--- src/rtl/order_flash_gen_if.sv ---
// Order Tank / order decoder bundle for the Order Flashing Unit.
// The master side drives digit timing and the order train; the slave side returns the decoded fields.
`timescale 1ns/1ps
interface order_flash_gen_if #(
    parameter int OPC_W  = 5,
    parameter int ADDR_W = 10
) ();
    logic              digit_tick;
    logic              mc_start;
    logic              g13;
    logic              epsep;
    logic              order;
    logic [OPC_W-1:0]  opcode;
    logic [OPC_W-1:0]  opcode_n;
    logic [ADDR_W-1:0] addr;
    logic              long_order;
    logic              order_flash_rdy;
    logic              capture_err;

    modport master (
        output digit_tick, mc_start, g13, epsep, order,
        input  opcode, opcode_n, addr, long_order, order_flash_rdy, capture_err
    );

    modport slave (
        input  digit_tick, mc_start, g13, epsep, order,
        output opcode, opcode_n, addr, long_order, order_flash_rdy, capture_err
    );
endinterface

--- src/rtl/order_flash_gen.sv ---
// Order Flashing Unit (main control Stage 2): deserialises the order word by digit position
// and holds opcode / address / length fields for the decoder until epsep.
`timescale 1ns/1ps
module order_flash_gen #(
    parameter int DIGITS     = 36,
    parameter int BASE_DIGIT = 18,
    parameter int ORDER_BITS = 18,
    parameter int LEN_BIT    = 0,
    parameter int ADDR_LSB   = 1,
    parameter int ADDR_W     = 10,
    parameter int OPC_LSB    = 13,
    parameter int OPC_W      = 5
) (
    input  logic              clk,
    input  logic              rst_n,
    order_flash_gen_if.slave  bus
);
    localparam int CNT_W = $clog2(DIGITS);

    localparam logic [1:0] ST_IDLE    = 2'd0;
    localparam logic [1:0] ST_CAPTURE = 2'd1;
    localparam logic [1:0] ST_READY   = 2'd2;

    localparam logic [63:0] LEN_M  = 64'd1 << LEN_BIT;
    localparam logic [63:0] ADDR_M = ((64'd1 << ADDR_W) - 64'd1) << ADDR_LSB;
    localparam logic [63:0] OPC_M  = ((64'd1 << OPC_W) - 64'd1) << OPC_LSB;
    // Order bits that belong to no field are never stored.
    localparam logic [ORDER_BITS-1:0] KEEP_M = ORDER_BITS'(LEN_M | ADDR_M | OPC_M);

    if (BASE_DIGIT + ORDER_BITS > DIGITS) begin : g_bad_window
        $error("order window runs past the end of the minor cycle");
    end
    if ((LEN_BIT >= ORDER_BITS) || (ADDR_LSB + ADDR_W > ORDER_BITS) || (OPC_LSB + OPC_W > ORDER_BITS)) begin : g_bad_field
        $error("a field extends beyond the captured order bits");
    end
    if (((LEN_M & ADDR_M) != 64'd0) || ((LEN_M & OPC_M) != 64'd0) || ((ADDR_M & OPC_M) != 64'd0)) begin : g_overlap
        $error("order fields overlap");
    end

    logic [1:0]            state_r, state_nxt_s;
    logic [CNT_W-1:0]      cnt_r, cnt_nxt_s, cur_s;
    logic [ORDER_BITS-1:0] word_r, word_nxt_s;
    logic                  rdy_r, rdy_nxt_s;
    logic                  err_r, err_nxt_s;
    logic                  store_s;
    logic                  in_win_s;
    int                    idx_s;

    // Next digit count, capture FSM and field update.
    always_comb begin
        if (bus.mc_start) begin
            cur_s = {CNT_W{1'b0}};
        end else if (cnt_r == CNT_W'(DIGITS - 1)) begin
            cur_s = {CNT_W{1'b0}};
        end else begin
            cur_s = cnt_r + CNT_W'(1);
        end
        idx_s       = int'(cur_s) - BASE_DIGIT;
        in_win_s    = (idx_s >= 0) && (idx_s < ORDER_BITS);
        cnt_nxt_s   = bus.digit_tick ? cur_s : cnt_r;
        state_nxt_s = state_r;
        word_nxt_s  = word_r;
        rdy_nxt_s   = rdy_r;
        err_nxt_s   = 1'b0;
        store_s     = 1'b0;

        // epsep wins over any tick in the same cycle and never raises capture_err.
        if (bus.epsep) begin
            state_nxt_s = ST_IDLE;
            word_nxt_s  = {ORDER_BITS{1'b0}};
            rdy_nxt_s   = 1'b0;
        end else if (bus.digit_tick) begin
            case (state_r)
                ST_IDLE: begin
                    if (bus.g13 && (idx_s == 0)) begin
                        store_s     = 1'b1;
                        state_nxt_s = (ORDER_BITS == 1) ? ST_READY : ST_CAPTURE;
                        rdy_nxt_s   = (ORDER_BITS == 1) ? 1'b1 : 1'b0;
                    end else begin
                        state_nxt_s = ST_IDLE;
                    end
                end
                ST_CAPTURE: begin
                    if (!bus.g13 || !in_win_s) begin
                        state_nxt_s = ST_IDLE;
                        word_nxt_s  = {ORDER_BITS{1'b0}};
                        err_nxt_s   = 1'b1;
                    end else if (idx_s == ORDER_BITS - 1) begin
                        store_s     = 1'b1;
                        state_nxt_s = ST_READY;
                        rdy_nxt_s   = 1'b1;
                    end else begin
                        store_s     = 1'b1;
                    end
                end
                ST_READY: begin
                    state_nxt_s = ST_READY;
                end
                default: begin
                    state_nxt_s = ST_IDLE;
                    word_nxt_s  = {ORDER_BITS{1'b0}};
                    rdy_nxt_s   = 1'b0;
                end
            endcase
        end else begin
            state_nxt_s = state_r;
        end

        for (int k = 0; k < ORDER_BITS; k++) begin
            word_nxt_s[k] = (store_s && (idx_s == k) && KEEP_M[k]) ? bus.order : word_nxt_s[k];
        end
    end

    // State, digit count and captured order word registers.
    always_ff @(posedge clk or negedge rst_n) begin
        if (!rst_n) begin
            state_r <= ST_IDLE;
            cnt_r   <= {CNT_W{1'b0}};
            word_r  <= {ORDER_BITS{1'b0}};
            rdy_r   <= 1'b0;
            err_r   <= 1'b0;
        end else begin
            state_r <= state_nxt_s;
            cnt_r   <= cnt_nxt_s;
            word_r  <= word_nxt_s;
            rdy_r   <= rdy_nxt_s;
            err_r   <= err_nxt_s;
        end
    end

    assign bus.opcode          = word_r[OPC_LSB +: OPC_W];
    assign bus.opcode_n        = ~word_r[OPC_LSB +: OPC_W];
    assign bus.addr            = word_r[ADDR_LSB +: ADDR_W];
    assign bus.long_order      = word_r[LEN_BIT];
    assign bus.order_flash_rdy = rdy_r;
    assign bus.capture_err     = err_r;
endmodule

--- src/flat_wrapper.sv ---
// flat-port wrapper written by rule: the top's interface ports become plain ports
module order_flash_gen_flat 
#(
    parameter int DIGITS     = 36,
    parameter int BASE_DIGIT = 18,
    parameter int ORDER_BITS = 18,
    parameter int LEN_BIT    = 0,
    parameter int ADDR_LSB   = 1,
    parameter int ADDR_W     = 10,
    parameter int OPC_LSB    = 13,
    parameter int OPC_W      = 5
)
  (clk, rst_n, bus_digit_tick, bus_mc_start, bus_g13, bus_epsep, bus_order, bus_opcode, bus_opcode_n, bus_addr, bus_long_order, bus_order_flash_rdy, bus_capture_err);
  order_flash_gen_if #(.OPC_W(OPC_W), .ADDR_W(ADDR_W)) bus_i ();
  input  logic clk;
  input  logic rst_n;
  input wire logic [$bits(bus_i.digit_tick)-1:0] bus_digit_tick;
  input wire logic [$bits(bus_i.mc_start)-1:0] bus_mc_start;
  input wire logic [$bits(bus_i.g13)-1:0] bus_g13;
  input wire logic [$bits(bus_i.epsep)-1:0] bus_epsep;
  input wire logic [$bits(bus_i.order)-1:0] bus_order;
  output wire logic [$bits(bus_i.opcode)-1:0] bus_opcode;
  output wire logic [$bits(bus_i.opcode_n)-1:0] bus_opcode_n;
  output wire logic [$bits(bus_i.addr)-1:0] bus_addr;
  output wire logic [$bits(bus_i.long_order)-1:0] bus_long_order;
  output wire logic [$bits(bus_i.order_flash_rdy)-1:0] bus_order_flash_rdy;
  output wire logic [$bits(bus_i.capture_err)-1:0] bus_capture_err;
  assign bus_i.digit_tick = bus_digit_tick;
  assign bus_i.mc_start = bus_mc_start;
  assign bus_i.g13 = bus_g13;
  assign bus_i.epsep = bus_epsep;
  assign bus_i.order = bus_order;
  assign bus_opcode = bus_i.opcode;
  assign bus_opcode_n = bus_i.opcode_n;
  assign bus_addr = bus_i.addr;
  assign bus_long_order = bus_i.long_order;
  assign bus_order_flash_rdy = bus_i.order_flash_rdy;
  assign bus_capture_err = bus_i.capture_err;
  order_flash_gen #(.DIGITS(DIGITS), .BASE_DIGIT(BASE_DIGIT), .ORDER_BITS(ORDER_BITS), .LEN_BIT(LEN_BIT), .ADDR_LSB(ADDR_LSB), .ADDR_W(ADDR_W), .OPC_LSB(OPC_LSB), .OPC_W(OPC_W)) u_core (.clk(clk), .rst_n(rst_n), .bus(bus_i));
endmodule
--- config.mk ---
export PLATFORM = sky130hd
export DESIGN_NAME = order_flash_gen_flat
export DESIGN_NICKNAME = d
export VERILOG_FILES = /design/src/rtl/order_flash_gen_if.sv /design/src/rtl/order_flash_gen.sv /design/src/flat_wrapper.sv
export SDC_FILE = /design/constraint.sdc
export NUM_CORES = 1
export LEC_CHECK = 0
export ABC_AREA = 0
export BUFFER_PORTS_ARGS = -buffer_cell sky130_fd_sc_hd__buf_4
export CAP_MARGIN = 20
export CORE_MARGIN = 2
export CORE_UTILIZATION = 60
export CTS_CLUSTER_DIAMETER = 120
export DETAILED_ROUTE_END_ITERATION = 8
export PLACE_DENSITY_LB_ADDON = 0.25
export SLEW_MARGIN = 20
export SYNTH_ARGS = -nofsm -noshare
export SYNTH_HDL_FRONTEND = slang
export SYNTH_SLANG_ARGS = --single-unit
--- constraint.sdc ---
create_clock -name clk -period 6.25 [get_ports clk]
set_clock_uncertainty 0.2 [all_clocks]
set_input_delay 0.625 -clock clk [delete_from_list [all_inputs] [get_ports clk]]
set_output_delay 0.625 -clock clk [all_outputs]
set_load 0.05 [all_outputs]
==> impl_metrics.env, run 1 <==
export IMPL_antenna_found_initial=0
export IMPL_area_growth_pct=14.69
export IMPL_synthesis_nets=187
export IMPL_syn_avg_cell_area_um2=9.525
export IMPL_gp_congestion=0.8776
export IMPL_whs_ns=0.3028
export IMPL_dp_hpwl_um=2799
export IMPL_worstPathArrival_ns=3.77
export IMPL_clkPwrFrac=0.194
export IMPL_swShare=0.3385
export IMPL_ys_ff_latch=26
export IMPL_tns_ns=0
export IMPL_place_area_um2=1912
export IMPL_postSynthCellCount=178
export IMPL_drive_above_1_share=0.2500
export IMPL_worstSetupPathType="flop to flop"
export IMPL_worst_slew_pin_slew_ns=0.8748
export IMPL_wl_per_cell_um=15.48
export IMPL_layout_setup_ws_ns=2.522
export IMPL_p_int_w=0.0002358
export IMPL_cts_root_buf="clkbuf_4"
export IMPL_final_cell_area_um2=1944
export IMPL_vias=1394
export IMPL_drc=0
export IMPL_ys_flop_type="dfrtp_1"
export IMPL_overflow=0
export IMPL_worst_r2r_startpoint="u_core.cnt_r[0]"
export IMPL_dieArea_um2=3267
export IMPL_hold_viol_final=0
export IMPL_status="finished clean"
export IMPL_layout_common_cells="buf_4 (29), dfrtp_1 (26), nand2_1 (21)"
export IMPL_grt_pass1_wl_um=6265
export IMPL_hold_class="input port to flop"
export IMPL_max_freq_mhz=268.2
export IMPL_start_kind="flop"
export IMPL_numCtsBuffers=3
export IMPL_place_ws_ns=2.555
export IMPL_htree_num_levels=1
export IMPL_drt_initial_drc_count=35
export IMPL_grt_max_degree=27
export IMPL_wl_um=3637
export IMPL_cts_tree="done"
export IMPL_cp_required_ns=6.29
export IMPL_crit_fanout=17
export IMPL_fillCellCount=202
export IMPL_grt_use_total=0.2431
export IMPL_synth_cell_types=50
export IMPL_ios=30
export IMPL_regArea_um2=650.6
export IMPL_die_h_um=57.16
export IMPL_drt_pass1_iter_count=4
export IMPL_finalPower_w=0.0003564
export IMPL_min_delay_path_depth=2
export IMPL_p_seq_frac=0.498
export IMPL_min_period_ns=3.728
export IMPL_numClockSinks=26
export IMPL_setup_viol=0
export IMPL_ant_nets=0
export IMPL_grt_pass1_vias=1351
export IMPL_syn_area_um2=1695
export IMPL_start_util=0.6256
export IMPL_drv_slew=0
export IMPL_multi_input_area_um2=948.4
export IMPL_r2r_cells=12
export IMPL_final_common_cell="buf_4"
export IMPL_synth_edff_count=0
export IMPL_ys_seq_area_frac=0.3838
export IMPL_whs_endpoint="u_core.state_r[0]"
export IMPL_cts_setup_buffers=0
export IMPL_finalNetCount=215
export IMPL_path_clk_slew_ns=0.13
export IMPL_via_per_inst=5.932
export IMPL_die_w_um=57.16
export IMPL_p_leak_nw=0.9341
export IMPL_hold_start="bus_epsep"
export IMPL_core_area_um2=2710
export IMPL_worst_skew_pair_late_latency_ns=0.31
export IMPL_async_flop_share=1.000
export IMPL_reg2reg_to="u_core.word_r[15]"
export IMPL_rsz0062_at_grt="false"
export IMPL_cp_end_kind="flop"
export IMPL_diodes=0
export IMPL_clockBufferDepth=2
export IMPL_slew_headroom=0.4148
export IMPL_ys_warn_count=0
export IMPL_max_cap_violations=0
export IMPL_fp_row_count=19
export IMPL_post_route_period_util=0.5965
export IMPL_power_density_nw_per_um2=183.3
export IMPL_rrSetupSlack_ns=2.52
export IMPL_ir_drop_mv=0.1330
export IMPL_switching_power_w=0.0001207
export IMPL_io_buffers=29
export IMPL_combinationalPowerShare=0.308
## flip-flops by register name, summed over array words and instances, names as in the netlist
name and cells:
u_core.bus.capture_err 1, u_core.state_r 2, u_core.bus.order_flash_rdy 1, u_core.cnt_r 6
u_core.word_r 16
## per-stage QoR
| stage | util | std cells |
|---|---|---|
| 4_1_cts | 0.7175 | 235 |
| 3_3_place_gp | 0.7054 | 231 |
| 2_1_floorplan | - | 178 |
| 5_1_grt | 0.7175 | 235 |
| 3_5_place_dp | 0.7054 | 231 |
| 6_report | 0.7175 | 235 |
## how the worst max path moves through the flow
stage / startpoint / to / slack (ns) / cells past startpoint
after floorplan: u_core.cnt_r[1] / u_core.word_r[8] / 3.07 / 12
after global placement: u_core.cnt_r[0] / u_core.word_r[6] / 2.76 / 12
after detailed placement: u_core.cnt_r[0] / u_core.word_r[15] / 2.55 / 12
after CTS: u_core.cnt_r[0] / u_core.word_r[15] / 2.52 / 12
after global routing: u_core.cnt_r[0] / u_core.word_r[6] / 2.16 / 12
final: u_core.cnt_r[0] / u_core.word_r[15] / 2.52 / 12
## layout make-up
cell class                      count  area share
Multi-Input combinational cell    130      0.4878
Tap cell                           31     0.01995
Sequential cell                    26      0.3346
Timing Repair Buffer               30      0.1171
Clock buffer                        3     0.01158
Inverter                           15     0.02896
## Yosys cell counts, drive strengths merged, types with 2 or more instances
master   instances  share of area
buf              5          0.019
o21a             2         0.0089
nand2           22          0.050
mux2i           16          0.094
nor2            11          0.024
dfrtp           26           0.38
o211ai           5          0.022
mux2             5          0.033
xor2             4          0.025
clkbuf           2         0.0044
o2111ai          2          0.014
ha               2          0.015
a211oi           2          0.016
nand4            4          0.015
or4b             2          0.012
nand3           11          0.032
or2              2         0.0074
xnor2            3          0.016
inv             15          0.033
o21ai            7          0.021
nor2b            4          0.015
nor4             2          0.016
nor3             5          0.018
a21oi            4          0.014
## critical path: stages (launching register included)
cell and delay (ns):
dfrtp_1 0.52, ha_1 0.26, nor2b_1 0.28, a21oi_1 0.13
or2_2 0.31, ha_1 0.27, xor2_1 0.18, xnor2_1 0.15
o21ai_0 0.21, a221oi_2 0.12, o41ai_4 0.72, nand2_1 0.13
mux2i_1 0.17
## timing repair
action	CTS	global route
setup endpoints to repair	0	0
endpoints found under the hold margin	5	0
hold buffers	1	0
gates resized for setup	0	0
## layer usage
layer	GRT usage	wire length, um	vias up
met1	0.3309	1621	684
met3	0.02041	98	5
met4	0.07641	42	0
li1	-	-	679
met5	0	0	-
met2	0.4138	1873	26
## kinds of logic after synthesis
kind of cell	synth area share
AO/OA/AOI/OAI	0.1491
XOR/XNOR	0.04060
adder cells (fa/ha/maj)	0.01476
buffers and inverters	0.05683
flip-flops	0.3838
multiplexers	0.1277
AND/OR/NAND/NOR	0.2273
## power by group through the flow
stage | registers (W) | clock network, W | logic (W)
final | 0.000177 | 0.0000692 | 0.000110
after global routing | 0.000178 | 0.0000782 | 0.000122
after CTS | 0.000177 | 0.0000715 | 0.000109
after global placement | 0.000180 | 0 | 0.000105
after floorplan | 0.000178 | 0 | 0.0000883
after detailed placement | 0.000180 | 0 | 0.000107
(Power assumes the default switching activity.)
==> inputs of run 2 (changes only) <==
--- a/config.mk
+++ b/config.mk
@@ -9,7 +9,7 @@
 export BUFFER_PORTS_ARGS = -buffer_cell sky130_fd_sc_hd__buf_4
 export CAP_MARGIN = 20
 export CORE_MARGIN = 2
-export CORE_UTILIZATION = 60
+export CORE_UTILIZATION = 55
 export CTS_CLUSTER_DIAMETER = 120
 export DETAILED_ROUTE_END_ITERATION = 8
 export PLACE_DENSITY_LB_ADDON = 0.25
==> constraint.sdc (replaced) <==
create_clock -name clk -period 3.5 [get_ports clk]
set_clock_uncertainty 0.2 [all_clocks]
set_input_delay 0.35 -clock clk [delete_from_list [all_inputs] [get_ports clk]]
set_output_delay 0.35 -clock clk [all_outputs]
set_load 0.05 [all_outputs]
==> impl_metrics.env, run 2 (synthesized netlist as in run 1, its figures left out) <==
export IMPL_layout_common_cells="buf_4 (36), dfrtp_1 (25), nand2_1 (21)"
export IMPL_cts_root_buf="clkbuf_4"
export IMPL_area_growth_pct=21.55
export IMPL_cpPeakStageDelay_ns=0.49
export IMPL_ant_nets=0
export IMPL_dp_hpwl_um=2865
export IMPL_vias=1441
export IMPL_grt_pass1_vias=1382
export IMPL_cpLargestDelayFamily="simple AND/OR/NAND/NOR gates"
export IMPL_start_util=0.5646
export IMPL_gp_congestion=0.8782
export IMPL_utilization=0.6863
export IMPL_die_h_um=59.52
export IMPL_overflow=0
export IMPL_largest_reg_flops=16
export IMPL_cp_end_kind="flop"
export IMPL_antenna_found_initial=0
export IMPL_path_cells="or3b_4 -> a21oi_2 -> or2_2 -> ha_2 -> xor2_1 -> xnor2_1 -> nor3_4 -> nand4_1 -> nor4_4 -> buf_6 -> o2111ai_1 -> mux2i_1"
export IMPL_setup_viol=0
export IMPL_finalNetCount=223
export IMPL_fillCellCount=244
export IMPL_cp_required_ns=3.50
export IMPL_cts_tree="done"
export IMPL_place_area_um2=1944
export IMPL_path_clk_slew_ns=0.14
export IMPL_min_period_ns=3.254
export IMPL_drv_slew=0
export IMPL_wl_per_cell_um=16.00
export IMPL_critPathBufInv=1
export IMPL_final_cell_area_um2=2061
export IMPL_wl_um=3937
export IMPL_crit_fanout=10
export IMPL_top_regs="u_core.word_r: 16 flops, u_core.cnt_r: 6 flops, u_core.state_r: 2 flops"
export IMPL_p_leak_nw=0.9838
export IMPL_worst_skew_pair_late_latency_ns=0.33
export IMPL_rrSetupSlack_ns=0.25
export IMPL_htree_num_levels=1
export IMPL_clockBufferDepth=2
export IMPL_drt_pass1_iter_count=4
export IMPL_slew_headroom=0.5106
export IMPL_numCtsBuffers=3
export IMPL_worstPathArrival_ns=3.26
export IMPL_via_per_inst=5.858
export IMPL_start_kind="flop"
export IMPL_hold_viol_final=0
export IMPL_numClockSinks=26
export IMPL_slowest_stage="dfrtp_2"
export IMPL_diodes=0
export IMPL_max_cap_violations=0
export IMPL_fp_row_count=20
export IMPL_power_density_nw_per_um2=338.5
export IMPL_drc=0
export IMPL_max_freq_mhz=307.3
export IMPL_dieArea_um2=3543
export IMPL_grt_max_degree=27
export IMPL_ios=30
export IMPL_core_area_um2=3003
export IMPL_hold_class="input port to flop"
export IMPL_final_common_cell="buf_4"
export IMPL_io_buffers=29
export IMPL_worstSetupPathType="flop to flop"
export IMPL_grt_pass1_wl_um=6486
export IMPL_status="finished clean"
export IMPL_post_route_period_util=0.9298
export IMPL_worst_slew_pin_slew_ns=0.7301
export IMPL_final_cell_count_no_fill=246
export IMPL_drive_above_1_share=0.3192
export IMPL_die_w_um=59.52
export IMPL_max_flop_register="u_core.word_r"
export IMPL_place_inst=237
export IMPL_grt_use_total=0.2427
export IMPL_ir_drop_mv=0.1650
export IMPL_drt_initial_drc_count=69
## run 2: timing repair
| item | 4_1_cts | 5_1_grt |
|---|---|---|
| cloned | 0 | 0 |
| endpoints found under the hold margin | 26 | 0 |
| gates resized for setup | 2 | 10 |
| pin swaps | 3 | 2 |
| setup endpoints to repair | 16 | 17 |
| buffers inserted | 4 | 0 |
| hold buffers | 1 | 0 |
## run 2: final timing paths
path,from,endpoint,depth (start not counted)
hold / removal,bus_epsep,u_core.state_r[0],2
setup / recovery,u_core.cnt_r[3],u_core.word_r[8],12
min in group asynchronous,rst_n,u_core.cnt_r[2],2
setup reg to reg,u_core.cnt_r[3],u_core.word_r[8],12
hold reg to reg,u_core.word_r[6],u_core.word_r[6],2
max in group asynchronous,rst_n,u_core.cnt_r[3],2
## run 2: stage by stage
step                setup TNS [ns]  hold slack, ns  setup WS [ns]  total power [W]
floorplan                        0         -0.1456         0.3182        0.0004750
global placement                 0         0.07115        0.03060        0.0005210
detailed placement          -1.305         0.08055        -0.1762        0.0005262
CTS                              0         0.01266      0.0006599        0.0006843
global route             -0.006838         0.01302      -0.006838        0.0007353
finish                           0         0.01286         0.2456        0.0006975
## run 2: layer usage
| metal | vias to the layer above | share of wire | track usage |
|---|---|---|---|
| met5 | - | 0 | 0 |
| met4 | 0 | 0.017 | 0.07937 |
| met3 | 7 | 0.033 | 0.03493 |
| met2 | 39 | 0.52 | 0.4082 |
| met1 | 698 | 0.43 | 0.3205 |
| li1 | 697 | - | - |
## run 2: area by class of cell
class / count / area, um^2 / area share
Sequential cell: 26 / 651.9 / 0.3163
Clock buffer: 4 / 36.28 / 0.01761
Tap cell: 33 / 41.29 / 0.02004
Timing Repair Buffer: 38 / 291.5 / 0.1415
Multi-Input combinational cell: 130 / 983.4 / 0.4772
Inverter: 15 / 56.30 / 0.02732
## run 2: power breakdown
group          switching (W)  internal, W  leakage, nW  total (W)
sequential        0.00000790     0.000307        0.359   0.000315
combinational       0.000139    0.0000888        0.604   0.000228
clock              0.0000913    0.0000638       0.0210   0.000155
total               0.000238     0.000459        0.984   0.000698
==> inputs of run 3 (changes only) <==
--- a/config.mk
+++ b/config.mk
@@ -9,7 +9,7 @@
 export BUFFER_PORTS_ARGS = -buffer_cell sky130_fd_sc_hd__buf_4
 export CAP_MARGIN = 20
 export CORE_MARGIN = 2
-export CORE_UTILIZATION = 55
+export CORE_UTILIZATION = 30
 export CTS_CLUSTER_DIAMETER = 120
 export DETAILED_ROUTE_END_ITERATION = 8
 export PLACE_DENSITY_LB_ADDON = 0.25
==> impl_metrics.env, run 3 (synthesized netlist as in run 1, its figures left out) <==
export IMPL_wl_per_cell_um=13.76
export IMPL_numClockSinks=26
export IMPL_crit_fanout=10
export IMPL_hold_class="input port to flop"
export IMPL_numCtsBuffers=3
export IMPL_cp_end_kind="flop"
export IMPL_drc=0
export IMPL_cp_required_ns=3.44
export IMPL_final_cell_count_no_fill=285
export IMPL_ios=30
export IMPL_worst_slew_pin_slew_ns=0.4878
export IMPL_clockBufferDepth=2
export IMPL_hold_viol_final=0
export IMPL_gp_congestion=0.8623
export IMPL_grt_use_total=0.1315
export IMPL_path_clk_slew_ns=0.10
export IMPL_grt_pass1_vias=1349
export IMPL_slew_headroom=0.6737
export IMPL_cts_tree="done"
export IMPL_rrSetupSlack_ns=0.20
export IMPL_final_common_cell="buf_4"
export IMPL_place_inst=277
export IMPL_status="finished clean"
export IMPL_io_buffers=29
export IMPL_worstSetupPathType="flop to flop"
export IMPL_antenna_found_initial=0
export IMPL_ant_nets=0
export IMPL_start_kind="flop"
export IMPL_largest_reg_flops=16
export IMPL_wl_um=3923
export IMPL_final_cell_area_um2=2147
export IMPL_top_regs="u_core.word_r: 16 flops, u_core.cnt_r: 6 flops, u_core.state_r: 2 flops"
export IMPL_diodes=0
export IMPL_max_cap_violations=0
export IMPL_via_per_inst=4.870
export IMPL_fp_row_count=27
export IMPL_layout_common_cells="buf_4 (35), dfrtp_1 (25), nand2_1 (21)"
export IMPL_vias=1388
export IMPL_grt_max_degree=27
export IMPL_worstPathArrival_ns=3.24
export IMPL_place_ws_ns=-0.1131
export IMPL_dp_hpwl_um=2894
export IMPL_worst_skew_pair_late_latency_ns=0.28
export IMPL_die_w_um=79.18
export IMPL_htree_num_levels=1
export IMPL_utilization=0.3923
export IMPL_drt_initial_drc_count=41
export IMPL_p_leak_nw=1.011
export IMPL_post_route_period_util=0.9432
export IMPL_grt_pass1_wl_um=6541
export IMPL_area_growth_pct=26.64
export IMPL_start_util=0.3098
export IMPL_power_density_nw_per_um2=373.7
export IMPL_layout_setup_ws_ns=0.1987
export IMPL_max_flop_register="u_core.word_r"
export IMPL_place_area_um2=2001
export IMPL_drive_above_1_share=0.3005
export IMPL_dieArea_um2=6269
export IMPL_core_area_um2=5473
export IMPL_ir_drop_mv=0.2530
export IMPL_die_h_um=79.18
export IMPL_finalNetCount=223
export IMPL_setup_viol=0
export IMPL_drv_slew=0
export IMPL_overflow=0
export IMPL_cts_root_buf="clkbuf_8"
export IMPL_drt_pass1_iter_count=4
export IMPL_min_period_ns=3.301
export IMPL_max_freq_mhz=302.9
run 3: cell count changes in the layout (fill, tap and decap cells not counted), sizes merged:
cell    delta
bufinv     +1
clkbuf     -1
run 3: final timing paths:
path	start	to	cells past startpoint
setup reg to reg	u_core.cnt_r[1]	u_core.word_r[8]	12
setup / recovery	u_core.cnt_r[1]	u_core.word_r[8]	12
hold / removal	bus_epsep	u_core.state_r[0]	2
hold reg to reg	u_core.word_r[1]	u_core.word_r[1]	2
max in group asynchronous	rst_n	u_core.cnt_r[3]	2
min in group asynchronous	rst_n	u_core.cnt_r[4]	2
run 3: critical path, stage by stage (launching register included):
cell,delay (ns)
dfrtp_1,0.42
ha_1,0.23
nor2b_4,0.20
a21oi_1,0.10
or2_2,0.29
ha_1,0.39
inv_2,0.11
nor3_4,0.24
nand4_1,0.19
nor4_4,0.32
buf_6,0.18
o2111ai_1,0.14
mux2i_1,0.16
run 3: area by class of cell:
class                      count  area [um^2]
clock buffer                   3        41.29
clock inverter                 1        30.03
fill                         566         3326
inverter                      15        56.30
multi-input combinational    130        973.4
sequential                    26        651.9
tap                           72        90.09
timing repair buffer          38        304.0
run 3: timing repair:
action	4_1_cts	5_1_grt
resized for setup	2	6
pin swaps	2	2
endpoints found under the setup margin	15	15
hold buffers	1	0
buffers inserted	2	1
hold endpoints to repair	26	0
run 3: routing by layer:
layer,global-route usage,share of wire
met3,0.03182,0.036
met1,0.1834,0.48
met2,0.2110,0.48
met4,0.02069,0.0054
met5,0,0
run 3: metrics by stage:
stage / total power [W] / hold WS [ns] / TNS [ns]
4_1_cts: 0.0007960 / 0.06746 / 0
3_3_place_gp: 0.0005312 / 0.09053 / -0.2193
6_report: 0.0008024 / 0.06675 / 0
5_1_grt: 0.0008438 / 0.08477 / -0.007380
3_5_place_dp: 0.0005329 / 0.09018 / -0.6825
2_1_floorplan: 0.0004750 / -0.1456 / 0
run 3: report_power, final:
| part | internal [W] | leakage (nW) | switching (W) | total (W) |
|---|---|---|---|---|
| registers | 0.000307 | 0.359 | 0.00000861 | 0.000315 |
| clock network | 0.000153 | 0.0357 | 0.000104 | 0.000257 |
| logic | 0.0000933 | 0.616 | 0.000137 | 0.000230 |
| total | 0.000553 | 1.01 | 0.000249 | 0.000802 |
